--- src/rtl/ps2_key_seq_ctrl.sv ---
// rtl/ps2_key_seq_ctrl.sv - PS/2 Set-2 scancode sequencer with direction-key held bitmap
module ps2_key_seq_ctrl #(
  parameter int unsigned TIMEOUT_CYC = 2_000_000,
  parameter logic [7:0]  CODE_UP     = 8'h1D,
  parameter logic [7:0]  CODE_DOWN   = 8'h1B,
  parameter logic [7:0]  CODE_LEFT   = 8'h1C,
  parameter logic [7:0]  CODE_RIGHT  = 8'h23
) (
  input  logic       clk_i,
  input  logic       rst_ni,
  input  logic       enable_i,
  input  logic       rx_done_tick_i,
  input  logic [7:0] rx_data_i,
  output logic       rx_en_o,
  output logic [3:0] key_held_o,
  output logic       event_valid_o,
  output logic [7:0] event_code_o,
  output logic       event_ext_o,
  output logic       event_break_o,
  output logic       event_repeat_o,
  output logic       seq_timeout_o
);

  localparam int unsigned   TW   = (TIMEOUT_CYC > 1) ? $clog2(TIMEOUT_CYC) : 1;
  localparam logic [TW-1:0] TMAX = TW'(TIMEOUT_CYC - 1);

  typedef enum logic [1:0] {
    S_IDLE,
    S_EXT,
    S_BRK,
    S_EXT_BRK
  } state_e;

  state_e        state_q, state_d;
  logic [TW-1:0] timer_q, timer_d;
  logic [3:0]    held_q, held_d;
  logic          rx_en_q;
  logic          ev_valid_q, ev_valid_d;
  logic [7:0]    ev_code_q, ev_code_d;
  logic          ev_ext_q, ev_ext_d;
  logic          ev_brk_q, ev_brk_d;
  logic          ev_rep_q, ev_rep_d;
  logic          tout_q, tout_d;

  logic          fire;
  logic          fire_ext;
  logic          fire_brk;
  logic [3:0]    mask;

  // Bit select {up,down,left,right} for a final code; zero when unmapped.
  function automatic logic [3:0] key_mask(input logic [7:0] code, input logic ext);
    logic [3:0] m;
    m = 4'b0000;
    if (ext) begin
      case (code)
        8'h75:   m = 4'b1000;
        8'h72:   m = 4'b0100;
        8'h6B:   m = 4'b0010;
        8'h74:   m = 4'b0001;
        default: m = 4'b0000;
      endcase
    end else begin
      if (code == CODE_UP)    m[3] = 1'b1;
      if (code == CODE_DOWN)  m[2] = 1'b1;
      if (code == CODE_LEFT)  m[1] = 1'b1;
      if (code == CODE_RIGHT) m[0] = 1'b1;
    end
    return m;
  endfunction

  // Next-state, timer and event decode; a consumed byte takes priority over timer expiry.
  always_comb begin
    state_d    = state_q;
    timer_d    = timer_q;
    held_d     = held_q;
    ev_valid_d = 1'b0;
    ev_code_d  = ev_code_q;
    ev_ext_d   = ev_ext_q;
    ev_brk_d   = ev_brk_q;
    ev_rep_d   = ev_rep_q;
    tout_d     = 1'b0;
    fire       = 1'b0;
    fire_ext   = 1'b0;
    fire_brk   = 1'b0;
    mask       = 4'b0000;

    if (!enable_i) begin
      state_d = S_IDLE;
      timer_d = '0;
      held_d  = 4'b0000;
    end else if (rx_done_tick_i) begin
      timer_d = '0;
      case (state_q)
        S_IDLE: begin
          if (rx_data_i == 8'hE0) begin
            state_d = S_EXT;
          end else if (rx_data_i == 8'hF0) begin
            state_d = S_BRK;
          end else if (!(rx_data_i inside {8'h00, 8'hFF, 8'hAA, 8'hFA, 8'hFE, 8'hE1})) begin
            fire = 1'b1;
          end
        end
        S_EXT: begin
          if (rx_data_i == 8'hF0) begin
            state_d = S_EXT_BRK;
          end else if (rx_data_i == 8'hE0) begin
            state_d = S_EXT;
          end else if (rx_data_i inside {8'h00, 8'hFF}) begin
            state_d = S_IDLE;
          end else begin
            fire     = 1'b1;
            fire_ext = 1'b1;
            state_d  = S_IDLE;
          end
        end
        S_BRK: begin
          if (rx_data_i inside {8'hE0, 8'hF0}) begin
            state_d = S_BRK;
          end else if (rx_data_i inside {8'h00, 8'hFF}) begin
            state_d = S_IDLE;
          end else begin
            fire     = 1'b1;
            fire_brk = 1'b1;
            state_d  = S_IDLE;
          end
        end
        default: begin
          if (rx_data_i inside {8'hE0, 8'hF0}) begin
            state_d = S_EXT_BRK;
          end else if (rx_data_i inside {8'h00, 8'hFF}) begin
            state_d = S_IDLE;
          end else begin
            fire     = 1'b1;
            fire_ext = 1'b1;
            fire_brk = 1'b1;
            state_d  = S_IDLE;
          end
        end
      endcase
    end else if (state_q != S_IDLE) begin
      if (timer_q == TMAX) begin
        state_d = S_IDLE;
        timer_d = '0;
        tout_d  = 1'b1;
      end else begin
        timer_d = timer_q + TW'(1);
      end
    end

    if (fire) begin
      mask       = key_mask(rx_data_i, fire_ext);
      ev_valid_d = 1'b1;
      ev_code_d  = rx_data_i;
      ev_ext_d   = fire_ext;
      ev_brk_d   = fire_brk;
      ev_rep_d   = !fire_brk && ((held_q & mask) != 4'b0000);
      held_d     = fire_brk ? (held_q & ~mask) : (held_q | mask);
    end
  end

  // State, timer, bitmap and registered event outputs.
  always_ff @(posedge clk_i or negedge rst_ni) begin
    if (!rst_ni) begin
      state_q    <= S_IDLE;
      timer_q    <= '0;
      held_q     <= 4'b0000;
      rx_en_q    <= 1'b0;
      ev_valid_q <= 1'b0;
      ev_code_q  <= 8'h00;
      ev_ext_q   <= 1'b0;
      ev_brk_q   <= 1'b0;
      ev_rep_q   <= 1'b0;
      tout_q     <= 1'b0;
    end else begin
      state_q    <= state_d;
      timer_q    <= timer_d;
      held_q     <= held_d;
      rx_en_q    <= enable_i;
      ev_valid_q <= ev_valid_d;
      ev_code_q  <= ev_code_d;
      ev_ext_q   <= ev_ext_d;
      ev_brk_q   <= ev_brk_d;
      ev_rep_q   <= ev_rep_d;
      tout_q     <= tout_d;
    end
  end

  assign rx_en_o        = rx_en_q;
  assign key_held_o     = held_q;
  assign event_valid_o  = ev_valid_q;
  assign event_code_o   = ev_code_q;
  assign event_ext_o    = ev_ext_q;
  assign event_break_o  = ev_brk_q;
  assign event_repeat_o = ev_rep_q;
  assign seq_timeout_o  = tout_q;

endmodule

--- config.mk ---
export PLATFORM = sky130hd
export DESIGN_NAME = ps2_key_seq_ctrl
export DESIGN_NICKNAME = d
export VERILOG_FILES = /design/src/rtl/ps2_key_seq_ctrl.sv
export SDC_FILE = /design/constraint.sdc
export NUM_CORES = 1
export LEC_CHECK = 0
export CAP_MARGIN = 15
export CORE_MARGIN = 3
export CORE_UTILIZATION = 35
export DETAILED_ROUTE_END_ITERATION = 8
export DONT_BUFFER_PORTS = 1
export SYNTH_ARGS = -nofsm -noshare
export SYNTH_HDL_FRONTEND = slang
export SYNTH_SLANG_ARGS = --single-unit
--- constraint.sdc ---
create_clock -name clk_i -period 5.3 [get_ports clk_i]
set_input_delay 1.06 -clock clk_i [delete_from_list [all_inputs] [get_ports clk_i]]
set_output_delay 1.06 -clock clk_i [all_outputs]
set_load 0.02 [all_outputs]
-- Word level (Yosys, flattened, before mapping)
Cells that the tools add are included.
- add/sub/neg operators: 1
- equality and inequality tests: 22
- multiplexer cells: 46
- bitwise operators: 4
- reductions and logical operators: 12
- operators with widths (operator ; count):
    21-bit two-way mux ; 4
    8-bit == test (second input constant) ; 7
    8-bit by 7-bit == test with 1-bit output (second input constant) ; 4
    8-bit by 5-bit == test with 1-bit output (second input constant) ; 3
    1-bit two-way mux ; 24
    21-bit by 1-bit adder with 21-bit output (second input constant) ; 1
    21-bit == test (second input constant) ; 1
    4-bit two-way mux ; 5
    2-bit two-way mux ; 9
    4-bit case mux with 4 select lines ; 1
    4-bit AND ; 2
    8-bit by 6-bit == test with 1-bit output (second input constant) ; 1
    8-bit logical NOT ; 1
    3-bit by 1-bit != test with 1-bit output (second input constant) ; 2
    2-bit case mux with 3 select lines ; 1
    2-bit nonzero test ; 3
    6-bit nonzero test ; 1
    5-bit != test (second input constant) ; 1
    4-bit inverter ; 1
    4-bit OR ; 1
    1-bit case mux with 2 select lines ; 2
    4-bit nonzero test ; 1
    2-bit OR reduction ; 2
    3-bit AND reduction ; 1
    6 further kinds ; 6
- register bits after elaboration: 41
- input port bits: 12
- output and inout bits: 18

-- Logic depth before layout (Yosys ltp)
- depth after elaboration: 14
- depth in mapped cells: 7
- gate-level depth less buffers: 6

-- Least setup slack after synthesis
No wires, ideal clock.
- kind: input to register
- from: input port rx_data_i[6]
- to: register ev_code_q[2] (netlist: event_code_o[2])
- arrival: 2477 ps
- required time: 5175 ps
- slack: 2698 ps
- stages on the path: 7
- path buffers: 2
- cells stage by stage: buf_2 > nand3_1 > or3_1 > and4_4 > nand2_2 > buf_6 > mux2_4
- cells in the longest elaborated chain, start to end: 8
- elaborated cells between the ends (all ways): 21
- those cells by class: eq/ne (7); mux (10); reduce/logical (4)
- RTL lines (item ; line ; RTL):
    start, declared ; 13 ; input logic [7:0] rx_data_i,
    8-bit == test, or another cell as far along ; -- ;
    6-bit nonzero test / 2-bit nonzero test (equally long branches) ; -- ;
    1-bit two-way mux (on tied branches) ; -- ;
    1-bit two-way mux (on tied branches) ; 97, 106 ;
    1-bit two-way mux (on tied branches) ; 95, 104 ;
    1-bit case mux with 2 select lines * ; 93 ; case (state_q)
    1-bit two-way mux * ; 91 ; end else if (rx_done_tick_i) begin
    1-bit two-way mux * ; 87 ; if (!enable_i) begin
    end signal, assigned ; 180 ; ev_code_q <= ev_code_d;
    end, declared ; 39 ; logic [7:0] ev_code_q, ev_code_d;
Mark *: on every way between the ends. The rest lies on a longest branch, timed or not.
A chain may end at the register's enable or synchronous reset.

-- Worst setup path in the final report
- from: input port rx_data_i[3]
- to: register ev_code_q[0] (netlist: event_code_o[0])
The elaborated chain is that of the path after synthesis.

==> reports/qor.txt <==
outcome - finished clean
Final setup viols - 0
Post-Syn Instances - 260
Final Hold Viols - 0
Synth area leader - dfrtp_1
DR vias/cell - 5.45
WL final - 5520 um
count leader, synth - dfrtp_1
PostCTS Resize Cnt - 0
Crit path largest cell delay - 0.53 ns
drt wl/cell - 15.7 um
Final period util - 47.0%
fraction of layout cells with a size suffix above 1 - 14.5%
Hold Buf Count CTS - 0
IO buf count - 0
fmax - 0.401 GHz
die width - 90.6 um
Root Buffer - clkbuf_8
sequential share of the synthesized area - 40.9%
CTS buffer count - 5
Tot Pwr - 630 uW
fin nets - 268
most common library cells after synthesis - dfrtp_1, nand2_1, nor2_1
clk slew on worst S/H paths - 0.08 ns
syn nets - 273
fin area - 2650 um^2
VDD IR max - 0.100 mV
gr usage total - 14.1%
Starting DRT DRC Count - 73
max_slew headroom - 30.3%
CP cell instances - nor4_2 -> o21ai_4 -> and4_4 -> nand2_2 -> mux2_2
Syn Area/Cell - 9.64 um^2
ANT cells - 0
RSZ-0062 raised after global routing - no
CTS max path bufs - 2
CP endpoint kind - flop
required time of the critical path - 5.48 ns
worst clock skew - 0.00547 ns
Post-Synthesis Cell Area - 2510 um^2
Least-Margin Pin Slew - 1.04 ns
Post-DRT Antenna Nets - 0
RePlAce Congestion - 0.860
Slowest cell on crit path - nor4_2
post-synth top area share - 40.9%
kind of critical path - in2reg
number of synthesis warnings - 0
initial antenna violation count - 0
fraction of synthesis flops using an asynchronous set or reset pin - 100%
largest net degree at the start of global routing - 42
vias - 1,918
Synth cell types - 58
num rows - 30
dpl hpwl - 3960 um
vias in the first global route - 1,910
Die ar. - 8210 um^2
Main synth FF type - dfrtp_1
Max-Cap Viols - 0
flip-flop and latch count after synthesis - 41
main area contributors after synthesis - dfrtp_1, mux2_4, nand2_1
Slew Viols, Final - 0
Placed Area - 2550 um^2
total power per unit cell area - 238 nW/um^2
Finished Layout Cells - 352
Post-synth EDFFs - 0
first-pass GRT wire length - 9430 um
CP Launch Type - input pin
Leak Pwr - 1.06 nW
setup tns final - 0 ns
Hold Crit Class - in2async
Layout area overhead - 5.74%
Clk Latency, worst-skew pair - 0.30 ns
grt ovf - 0
Post-route DRC - 0
postcts setup bufs - 0
CTS Sinks - 41
total core area - 6870 um^2
Period minus WS final - 2.49 ns
router iterations before antenna repair - 4
CTS tree - done
Initial Util - 36.5%
htree depth - 2
IO Pins - 30
CP arrival - 2.68 ns
critical path peak fanout - 13
die height - 90.6 um
fin util - 38.6%
Post-Place Cells - 344
[through the flow]
step / setup slack, ns / hold WS (ns)
2_1_floorplan: 2.70 / 0.473
3_3_place_gp: 2.61 / 0.513
3_5_place_dp: 2.54 / 0.516
4_1_cts: 2.80 / 0.434
5_1_grt: 2.52 / 0.426
6_report: 2.81 / 0.445
[cells by family (layout without fill, tap and decap cells)]
logic type	after synthesis	after routing	synth area share, %
XOR/XNOR	14	14	4.89
AO/OA/AOI/OAI	45	45	12.8
AND/OR/NAND/NOR	125	125	30.3
flip-flops	41	41	40.9
adder cells (fa/ha/maj)	1	1	0.499
multiplexers	11	11	5.69
buffers and inverters	23	19	4.89
[worst max-delay path: cells and delay by family]
kind             cells  cell delay (ns)
AND/OR/NAND/NOR      3             1.06
multiplexers         1             0.37
AO/OA/AOI/OAI        1             0.17
[layout make-up]
| class | instances | area, um^2 |
|---|---|---|
| inverter | 10 | 37.5 |
| sequential | 41 | 1030 |
| clock buffer | 7 | 96.3 |
| tap | 96 | 120 |
| multi-input combinational | 196 | 1360 |
| clock inverter | 1 | 5.00 |
| fill | 702 | 4220 |
| timing repair buffer | 1 | 7.51 |
[worst paths after layout]
check	start	endpoint	slack, ns	cells past startpoint
max	rx_data_i[3]	event_code_o[0]	2.81	5
min in group clk_i	timer_q[1]	timer_q[1]	0.53	2
max reg2reg	timer_q[0]	timer_q[8]	2.83	6
min	rst_ni	rx_en_o	0.45	0
min reg2reg	timer_q[1]	timer_q[1]	0.53	2
max in group asynchronous	rst_ni	event_code_o[2]	4.77	0
[flip-flops by register name (all words and copies together), names as in the netlist]
| name | cells |
|---|---|
| timer_q | 21 |
| key_held_o | 4 |
| event_code_o | 8 |
| event_break_o | 1 |
| event_valid_o | 1 |
| rx_en_o | 1 |
| event_repeat_o | 1 |
| seq_timeout_o | 1 |
| state_q | 2 |
| event_ext_o | 1 |
[layout by cell type, fill, tap and decap left out, drive strengths merged, types with 2 or more instances in the layout]
master,synthesis,final
a211oi,2,2
a21o,2,2
a21oi,8,8
a32o,4,4
and2,3,3
and3,7,7
and4b,3,3
clkbuf,2,7
dfrtp,41,41
inv,10,10
mux2,8,8
mux2i,3,3
nand2,22,22
nand3,15,15
nand4,10,10
nor2,23,23
nor2b,3,3
nor3,15,15
nor3b,2,2
nor4,7,7
nor4b,2,2
nor4bb,2,2
o2111ai,2,2
o211ai,6,6
o21ai,13,13
or2,4,4
or4,2,2
xnor2,8,8
xor2,6,6
[power by group]
part	internal (mW)	total (mW)	switching (mW)
registers	0.326	0.352	0.0261
logic	0.0237	0.0488	0.0252
clock network	0.118	0.229	0.111
total	0.467	0.630	0.163
[layer usage]
| metal | track usage, % | up-vias | part of all wire (%) |
|---|---|---|---|
| met5 | 0 | - | 0 |
| met4 | 5.23 | 0 | 2.1 |
| met3 | 3.75 | 14 | 5.6 |
| met2 | 22.5 | 51 | 46 |
| met1 | 18.3 | 908 | 46 |
| li1 | - | 945 | - |
Power figures use the tool's default switching activity.
